<file path="src/rtl/lbm_moment_pipe.sv">
// lbm_moment_pipe: D2Q9 rho/jx/jy moments over a 2-stage valid/ready pipe,
// with cell indexing, frame counting and a per-frame mass checksum.
module lbm_moment_pipe #(
  parameter int GRID_DIM        = 256,
  parameter int DATA_WIDTH      = 32,
  parameter int FRACTIONAL_BITS = 24,
  parameter int ADDRESS_WIDTH   = $clog2(GRID_DIM),
  parameter int DATA_WIDTH_F    = 9 * DATA_WIDTH,
  parameter int ACC_WIDTH       = DATA_WIDTH + ADDRESS_WIDTH
) (
  input  logic                     CLOCK_50,
  input  logic                     RESET,
  input  logic                     clr,
  input  logic                     in_valid,
  output logic                     in_ready,
  input  logic [DATA_WIDTH_F-1:0]  fin_in,
  output logic                     out_valid,
  input  logic                     out_ready,
  output logic [DATA_WIDTH-1:0]    rho_out,
  output logic [DATA_WIDTH-1:0]    jx_out,
  output logic [DATA_WIDTH-1:0]    jy_out,
  output logic [ADDRESS_WIDTH-1:0] cell_addr,
  output logic                     out_last,
  output logic [ACC_WIDTH-1:0]     mass_total,
  output logic                     mass_valid,
  output logic [15:0]              frame_count,
  output logic                     sat_err
);

  localparam int DW = DATA_WIDTH;
  localparam int PW = DATA_WIDTH + 4;
  localparam int AW = ADDRESS_WIDTH;
  localparam logic [AW-1:0] LAST = AW'(GRID_DIM - 1);

  if (FRACTIONAL_BITS >= DATA_WIDTH || GRID_DIM < 2) begin : g_bad_param
    $error("lbm_moment_pipe: bad FRACTIONAL_BITS or GRID_DIM");
  end

  logic signed [DW-1:0] w_f [9];

  for (genvar i = 0; i < 9; i++) begin : g_unpack
    assign w_f[i] = fin_in[i*DW +: DW];
  end

  function automatic logic signed [PW-1:0] sx(
    input logic signed [DW-1:0] v
  );
    return {{(PW-DW){v[DW-1]}}, v};
  endfunction

  // Overflow when the bits above the DW-bit sign are not a pure extension
  function automatic logic ovf(input logic signed [PW-1:0] v);
    return !((&v[PW-1:DW-1]) || !(|v[PW-1:DW-1]));
  endfunction

  function automatic logic [DW-1:0] sat(input logic signed [PW-1:0] v);
    if (!ovf(v)) return v[DW-1:0];
    return v[PW-1] ? {1'b1, {(DW-1){1'b0}}}
                   : {1'b0, {(DW-1){1'b1}}};
  endfunction

  logic                 r_s1_valid;
  logic signed [PW-1:0] r_ra, r_rb, r_rc;
  logic signed [PW-1:0] r_xp, r_xn, r_yp, r_yn;
  logic                 r_out_valid;
  logic [DW-1:0]        r_rho, r_jx, r_jy;
  logic                 r_sat;
  logic [AW-1:0]        r_addr;
  logic [ACC_WIDTH-1:0] r_acc;
  logic [ACC_WIDTH-1:0] r_mass_total;
  logic                 r_mass_valid;
  logic [15:0]          r_frames;

  logic                 w_adv1, w_adv2;
  logic                 w_in_fire, w_out_fire, w_last, w_s2_load;
  logic signed [PW-1:0] w_rho, w_jx, w_jy;
  logic                 w_sat;
  logic [ACC_WIDTH-1:0] w_rho_ext;

  assign w_adv2    = !r_out_valid || out_ready;
  assign w_adv1    = !r_s1_valid || w_adv2;
  assign in_ready  = RESET && w_adv1 && !clr;
  assign w_in_fire = in_valid && in_ready;
  assign w_s2_load = !clr && w_adv2 && r_s1_valid;

  assign w_rho = r_ra + r_rb + r_rc;
  assign w_jx  = r_xp - r_xn;
  assign w_jy  = r_yp - r_yn;
  assign w_sat = ovf(w_rho) || ovf(w_jx) || ovf(w_jy);

  always_ff @(posedge CLOCK_50 or negedge RESET) begin
    if (!RESET) begin
      r_s1_valid <= 1'b0;
      r_ra <= '0;
      r_rb <= '0;
      r_rc <= '0;
      r_xp <= '0;
      r_xn <= '0;
      r_yp <= '0;
      r_yn <= '0;
    end else begin
      if (clr)
        r_s1_valid <= 1'b0;
      else if (w_adv1)
        r_s1_valid <= in_valid;
      if (w_in_fire) begin
        r_ra <= sx(w_f[0]) + sx(w_f[1]) + sx(w_f[2]);
        r_rb <= sx(w_f[3]) + sx(w_f[4]) + sx(w_f[5]);
        r_rc <= sx(w_f[6]) + sx(w_f[7]) + sx(w_f[8]);
        r_xp <= sx(w_f[1]) + sx(w_f[5]) + sx(w_f[8]);
        r_xn <= sx(w_f[3]) + sx(w_f[6]) + sx(w_f[7]);
        r_yp <= sx(w_f[2]) + sx(w_f[5]) + sx(w_f[6]);
        r_yn <= sx(w_f[4]) + sx(w_f[7]) + sx(w_f[8]);
      end
    end
  end

  always_ff @(posedge CLOCK_50 or negedge RESET) begin
    if (!RESET) begin
      r_out_valid <= 1'b0;
      r_rho <= '0;
      r_jx  <= '0;
      r_jy  <= '0;
      r_sat <= 1'b0;
    end else begin
      if (clr)
        r_out_valid <= 1'b0;
      else if (w_adv2)
        r_out_valid <= r_s1_valid;
      if (w_s2_load) begin
        r_rho <= sat(w_rho);
        r_jx  <= sat(w_jx);
        r_jy  <= sat(w_jy);
      end
      if (clr)
        r_sat <= 1'b0;
      else if (w_s2_load && w_sat)
        r_sat <= 1'b1;
    end
  end

  assign w_out_fire = r_out_valid && out_ready;
  assign w_last     = r_out_valid && (r_addr == LAST);
  assign w_rho_ext  = {{(ACC_WIDTH-DW){r_rho[DW-1]}}, r_rho};

  // mass_total and frame_count survive clr; only RESET clears them
  always_ff @(posedge CLOCK_50 or negedge RESET) begin
    if (!RESET) begin
      r_addr       <= '0;
      r_acc        <= '0;
      r_mass_total <= '0;
      r_mass_valid <= 1'b0;
      r_frames     <= '0;
    end else begin
      r_mass_valid <= 1'b0;
      if (clr) begin
        r_addr <= '0;
        r_acc  <= '0;
      end else if (w_out_fire) begin
        if (w_last) begin
          r_addr       <= '0;
          r_acc        <= '0;
          r_mass_total <= r_acc + w_rho_ext;
          r_frames     <= r_frames + 16'd1;
          r_mass_valid <= 1'b1;
        end else begin
          r_addr <= r_addr + AW'(1);
          r_acc  <= r_acc + w_rho_ext;
        end
      end
    end
  end

  assign out_valid   = r_out_valid;
  assign rho_out     = r_rho;
  assign jx_out      = r_jx;
  assign jy_out      = r_jy;
  assign cell_addr   = r_addr;
  assign out_last    = w_last;
  assign mass_total  = r_mass_total;
  assign mass_valid  = r_mass_valid;
  assign frame_count = r_frames;
  assign sat_err     = r_sat;

endmodule

</file>
<file path="config.mk">
export PLATFORM = sky130hd
export DESIGN_NAME = lbm_moment_pipe
export DESIGN_NICKNAME = d
export VERILOG_FILES = /design/src/rtl/lbm_moment_pipe.sv
export SDC_FILE = /design/constraint.sdc
export NUM_CORES = 2
export LEC_CHECK = 0
export ABC_AREA = 0
export BUFFER_PORTS_ARGS = -buffer_cell sky130_fd_sc_hd__buf_2
export CAP_MARGIN = 20
export CORE_UTILIZATION = 62
export CTS_BUF_LIST = sky130_fd_sc_hd__clkbuf_4
export DETAILED_ROUTE_END_ITERATION = 8
export PLACE_DENSITY = 0.84
export SYNTH_ARGS = -nofsm -noshare
export SYNTH_HDL_FRONTEND = slang
export SYNTH_SLANG_ARGS = --single-unit
</file>
<file path="constraint.sdc">
create_clock -name CLOCK_50 -period 4.75 [get_ports CLOCK_50]
set_input_delay 0.475 -clock CLOCK_50 [delete_from_list [all_inputs] [get_ports CLOCK_50]]
set_output_delay 0.475 -clock CLOCK_50 [all_outputs]
set_load 0.01 [all_outputs]
</file>
# [Word-level counts from Yosys, hierarchy flattened]
# Index checks and enable logic that the tools add are counted.
[op_classes] n_eq_ne=1 bitwise_logic=1 n_reduce_logical=35 n_addsub=21 n_mux=30
[ops] cell="2-to-1 mux 32 bit" count=9
[ops] cell="adder 33 x 32 -> 34 bit" count=7
[ops] cell="adder 32 x 32 -> 33 bit" count=7
[ops] cell="2-to-1 mux 40 bit" count=3
[ops] cell="adder 36 bit" count=2
[ops] cell="subtractor 36 bit" count=2
[ops] cell="adder 40 bit" count=1
[ops] cell="2-to-1 mux 8 bit" count=3
[ops] cell="adder 16 x 1 -> 16 bit, second input constant" count=1
[ops] cell="2-to-1 mux 1 bit" count=15
[ops] cell="AND reduction 5 bit" count=3
[ops] cell="OR reduction 5 bit" count=3
[ops] cell="zero test 1 bit" count=9
[ops] cell="adder 8 x 1 -> 8 bit, second input constant" count=1
[ops] cell="equality test 8 bit, second input constant" count=1
[ops] cell="logical AND 1 bit" count=8
[ops] cell="nonzero test 2 bit" count=4
[ops] cell="logical OR 1 bit" count=7
[ops] cell="AND reduction 3 bit" count=1
[ops] cell="inverter 1 bit" count=1
[totals] out_inout_bits=165 ff_bits=456 word_cells=106

# [Longest topological paths before layout]
[logic_depth] depth_word=11 depth_mapped=19 depth_no_buf=17

# [Worst setup path after synthesis]
# OpenSTA, ideal clock, no wires.
[synth_path] path_type="input-to-reg" from="input fin_in[33]" to="register r_xp[31]" arrival_ns=3.754 path_slack_ns=0.927 path_buffers=0 setup_ns=0.069 path_stages=15 path_cell_list="fa_1 > ha_1 > inv_1 > fa_1 > nor2b_1 > o21ai_0 > a21boi_1 > o21ai_0 > a22oi_1 > o2111ai_1 > a211o_1 > a31oi_1 > a21oi_1 > or4b_1 > nand3_1"
[synth_via] elab_chain_cells=2
[synth_rtl] item="start, declared" line="16" text="input logic [DATA_WIDTH_F-1:0] fin_in,"
[synth_rtl] item="adder 32 x 32 -> 33 bit" line="110" text="r_xp <= sx(w_f[1]) + sx(w_f[5]) + sx(w_f[8]);"
[synth_rtl] item="adder 33 x 32 -> 34 bit" line="110"
[synth_rtl] item="end signal, assigned" line="110"
[synth_rtl] item="end, declared" line="64" text="logic signed [PW-1:0] r_xp, r_xn, r_yp, r_yn;"
# Every way passes these cells.
# A chain may end at the register's enable or synchronous reset.

# [Final worst setup path]
[layout_path] from="register r_xp[0]" to="register r_jx[5] (netlist: jx_out[5])"
[layout_via] elab_chain_cells=7
[layout_rtl] item="subtractor 36 bit *" line="87" text="assign w_jx = r_xp - r_xn;"
[layout_rtl] item="OR reduction 5 bit" line="53" text="return !((&v[PW-1:DW-1]) || !(|v[PW-1:DW-1]));"
[layout_rtl] item="zero test 1 bit" line="53"
[layout_rtl] item="logical OR 1 bit" line="53"
[layout_rtl] item="2-to-1 mux 1 bit" line="57" text="if (!ovf(v)) return v[DW-1:0];"
[layout_rtl] item="2-to-1 mux 1 bit" line="130" text="if (w_s2_load) begin"
[layout_rtl] item="2-to-1 mux 32 bit *" line="58" text="return v[PW-1] ? {1'b1, {(DW-1){1'b0}}}"
[layout_rtl] item="end signal, assigned" line="132" text="r_jx <= sat(w_jx);"
[layout_rtl] item="end, declared" line="66" text="logic [DW-1:0] r_rho, r_jx, r_jy;"
# Mark *: on every way between the ends. The rest lies on a longest branch, timed or not. The select of a mux whose other input is x is not followed.

==> results.py <==
metrics = {
    "routing": {
        "wl_per_cell_um": 22.9,
        "via_per_inst": 6.21,
        "via_count": 36400,
        "ant_nets": 0,
        "drt_pass1_iterations": 6,
        "routed_wirelength_um": 134000,
        "drc": 0,
        "drt_first_iter_violations": 3722,
    },
    "pwr": {
        "pwr-share-seq_pct": 21.3,
        "p_clk_share_pct": 14.1,
        "swShare_pct": 48.8,
        "power.internal_mw": 13.9,
        "power_frac_comb_pct": 64.5,
        "p_leak_nw": 21.9,
        "p_sw_mw": 13.3,
        "ir_worst_vdd_v": 0.000496,
        "p_per_area_mw_per_mm2": 606,
        "p_total_mw": 27.2,
    },
    "placed_design": {
        "numPortBuffers": 457,
        "dpl.hpwl_um": 110000,
        "placedCellCount": 5587,
        "place.gp.congestion": 1.07,
    },
    "synthesis": {
        "ys_seq_elements": 442,
        "synth_area_leaders": "dfrtp_1, fa_1, ha_1, nand2_1, o21ai_0",
        "synth_area_mm2": 0.0398,
        "synth.largest_area_cell": "dfrtp_1",
        "synth_top_cell_area_share_pct": 27.8,
        "yosysWarnings": 0,
        "synth_nets": 5297,
        "synth_cells": 4368,
        "synth_area_per_cell_um2": 9.10,
        "synth_edf_count": 0,
        "ys.flop_type": "dfrtp_1",
        "ys_seq_area_share_pct": 27.8,
        "synth.distinct_cells": 102,
        "async_flop_share_pct": 100,
    },
    "worst_setup_path": {
        "criticalPathCategory": "register to register",
        "crit_chain": "inv_1 > ha_1 > fa_1 > nor2b_1 > o31a_1 > o21ai_0 > a21oi_1 > or2_4 > a211o_1 > a21oi_2 > xor2_2 > and4_1 > buf_4 > o21a_4 > a21oi_1",
        "worst-path-max-fanout": 31,
        "cp_top_family": "compound AO/OA/AOI/OAI gates",
        "crit_arrival_ps": 5360,
        "cp-start-kind": "register",
        "worst-path-buf-inv": 2,
        "crit_path_end_kind": "register",
        "cp_slowest_cell": "dfrtp_1",
        "path_common_cell": "a21oi_1",
        "cp.required_ps": 5620,
        "slowest_delay_ps": 520,
    },
    "clocking": {
        "cts.sinks": 442,
        "cts_tree": "yes",
        "htreeDepth": 4,
        "clock_latency_ps": 1020,
        "clockBufferDepth": 3,
        "clkSlewWorstSetupHoldPaths_ps": 90,
        "clockRootBuffer": "clkbuf_4",
        "numCtsBuffers": 130,
    },
    "finish": {
        "stdcell_count": 5860,
        "layout_common_cells": "nand2_1, buf_2, dfrtp_1",
        "finalNetCount": 5817,
        "n_fill_cell": 4905,
        "drive_gt1_share_pct": 16.1,
        "utilization_pct": 71.0,
        "final_common_cell": "nand2_1",
        "area_delta_synth_final_pct": 12.9,
    },
    "global_route": {
        "grt_max_degree": 155,
        "grt_usage_pct": 41.1,
        "grt_pass1_wl_um": 200000,
        "overflow": 0,
        "antenna_found_initial": 55,
        "grt_pass1_vias": 34400,
    },
    "floorplanning": {
        "dieHeight_um": 255,
        "die_w_um": 255,
        "core_area_mm2": 0.0632,
        "ioPinCount": 458,
        "rows": 92,
        "die-area_mm2": 0.0652,
        "start_util_pct": 62.9,
    },
    "timing": {
        "fin_crit_sh_pct": 94.5,
        "rsz0062_at_grt": "no",
        "tightest_slew_ps": 1030,
        "drv_slew": 0,
        "hold_violations": 0,
        "fin_skew_ps": 69.6,
        "setup_tns_ps": 0,
        "max_freq_ghz": 0.223,
        "period_needed_ps": 4490,
        "hold_ws_ps": 92.4,
        "relSlewSlack_pct": 29.8,
        "setup_viol": 0,
    },
    "run_status": {
        "run_status": "completed",
    },
    "worst_hold_path": {
        "hold_class": "input pin to register",
    },
    "job": {
        "drv_cap": 0,
    },
}
[cell families after synthesis]
group           synth area share [%]
compound gates                  22.4
xor+xnor                        7.02
fa+ha+maj                       25.1
simple gates                    13.9
mux                            0.381
buf+inv                         3.45
flops                           27.8
[worst min-delay path, delay by kind of cell]
family          cells  cell delay (ps)
compound gates      1               60
fa+ha+maj           2              340
buf+inv             1              130
simple gates        1               50
[routing by layer]
layer / up-vias / GRT usage, % / wire, um
li1: 16600 / - / -
met1: 17500 / 52.5 / 53100
met2: 1748 / 61.0 / 58000
met3: 479 / 12.5 / 14300
met4: 50 / 25.4 / 8650
met5: - / 0 / 326
[worst paths after layout]
path	from	end	slack, ps	cells after the start
hold reg to reg	mass_total[0]	mass_total[0]	470	2
setup reg to reg	r_xp[0]	jx_out[5]	260	15
setup / recovery	r_xp[0]	jx_out[5]	260	15
min in group asynchronous	RESET	rho_out[8]	230	3
hold / removal	fin_in[161]	r_yp[1]	90	5
max in group asynchronous	RESET	jx_out[27]	2930	4
[metrics by stage]
| stage | area (um2) | worst slack [ps] |
|---|---|---|
| 6_report | 44900 | 260 |
| 5_1_grt | 44800 | 37.0 |
| 3_5_place_dp | 43000 | 86.3 |
| 3_3_place_gp | 43000 | 192 |
| 4_1_cts | 44800 | 184 |
| 2_1_floorplan | 39800 | 927 |
[area by class of cell]
class | count | area [um2] | share of cell area [%]
timing repair buffer | 525 | 2880 | 6.42
tap | 846 | 1060 | 2.36
sequential | 442 | 11100 | 24.6
antenna | 32 | 80.1 | 0.178
clock buffer | 182 | 1370 | 3.04
inverter | 204 | 766 | 1.71
clock inverter | 44 | 312 | 0.694
multi-input combinational | 3585 | 27400 | 61.0
[flip-flops by register name (all words and copies together), names as in the netlist, 8 cells and up]
register / flops
mass_total: 40
r_acc: 40
r_ra: 34
r_rb: 34
r_rc: 34
r_xn: 34
r_xp: 34
r_yn: 34
r_yp: 34
jx_out: 32
jy_out: 32
rho_out: 32
frame_count: 16
cell_addr: 8
[power by group through the flow]
stage          clock [mW]  sequential [mW]  combinational, mW
4_1_cts              3.88             5.79               17.2
3_5_place_dp            0             5.85               17.0
3_3_place_gp            0             5.82               16.7
5_1_grt              4.06             5.92               19.2
6_report             3.85             5.81               17.6
2_1_floorplan           0             5.73               12.6
[Yosys cell counts, drive strengths merged, types with 8 or more instances]
cell type and n:
nand2 577, dfrtp 442, o21ai 405, a21oi 404, ha 367, fa 269, nor2 262, inv 204
a21o 197, xnor2 180, xor2 137, clkbuf 114, nand3 72, o21a 55, o21bai 49, nand2b 48
nor3 48, o31ai 40, nand4 38, a22o 36, nor2b 36, a211oi 33, a31oi 32, and3 31
buf 23, o211ai 23, or3 21, and2 20, a2111oi 12, a211o 11, mux2 9, a21boi 8
a31o 8, a41oi 8, and4 8, nor3b 8, nor4b 8, o31a 8, or2 8
[repair_timing]
action                                  4_1_cts  5_1_grt
endpoints found under the setup margin        0       30
endpoints found under the hold margin       260        0
resized for setup                             0        2
hold buffers                                 15        0
buffers inserted                              0        0
No activity file was read; power rests on OpenSTA's default activity.
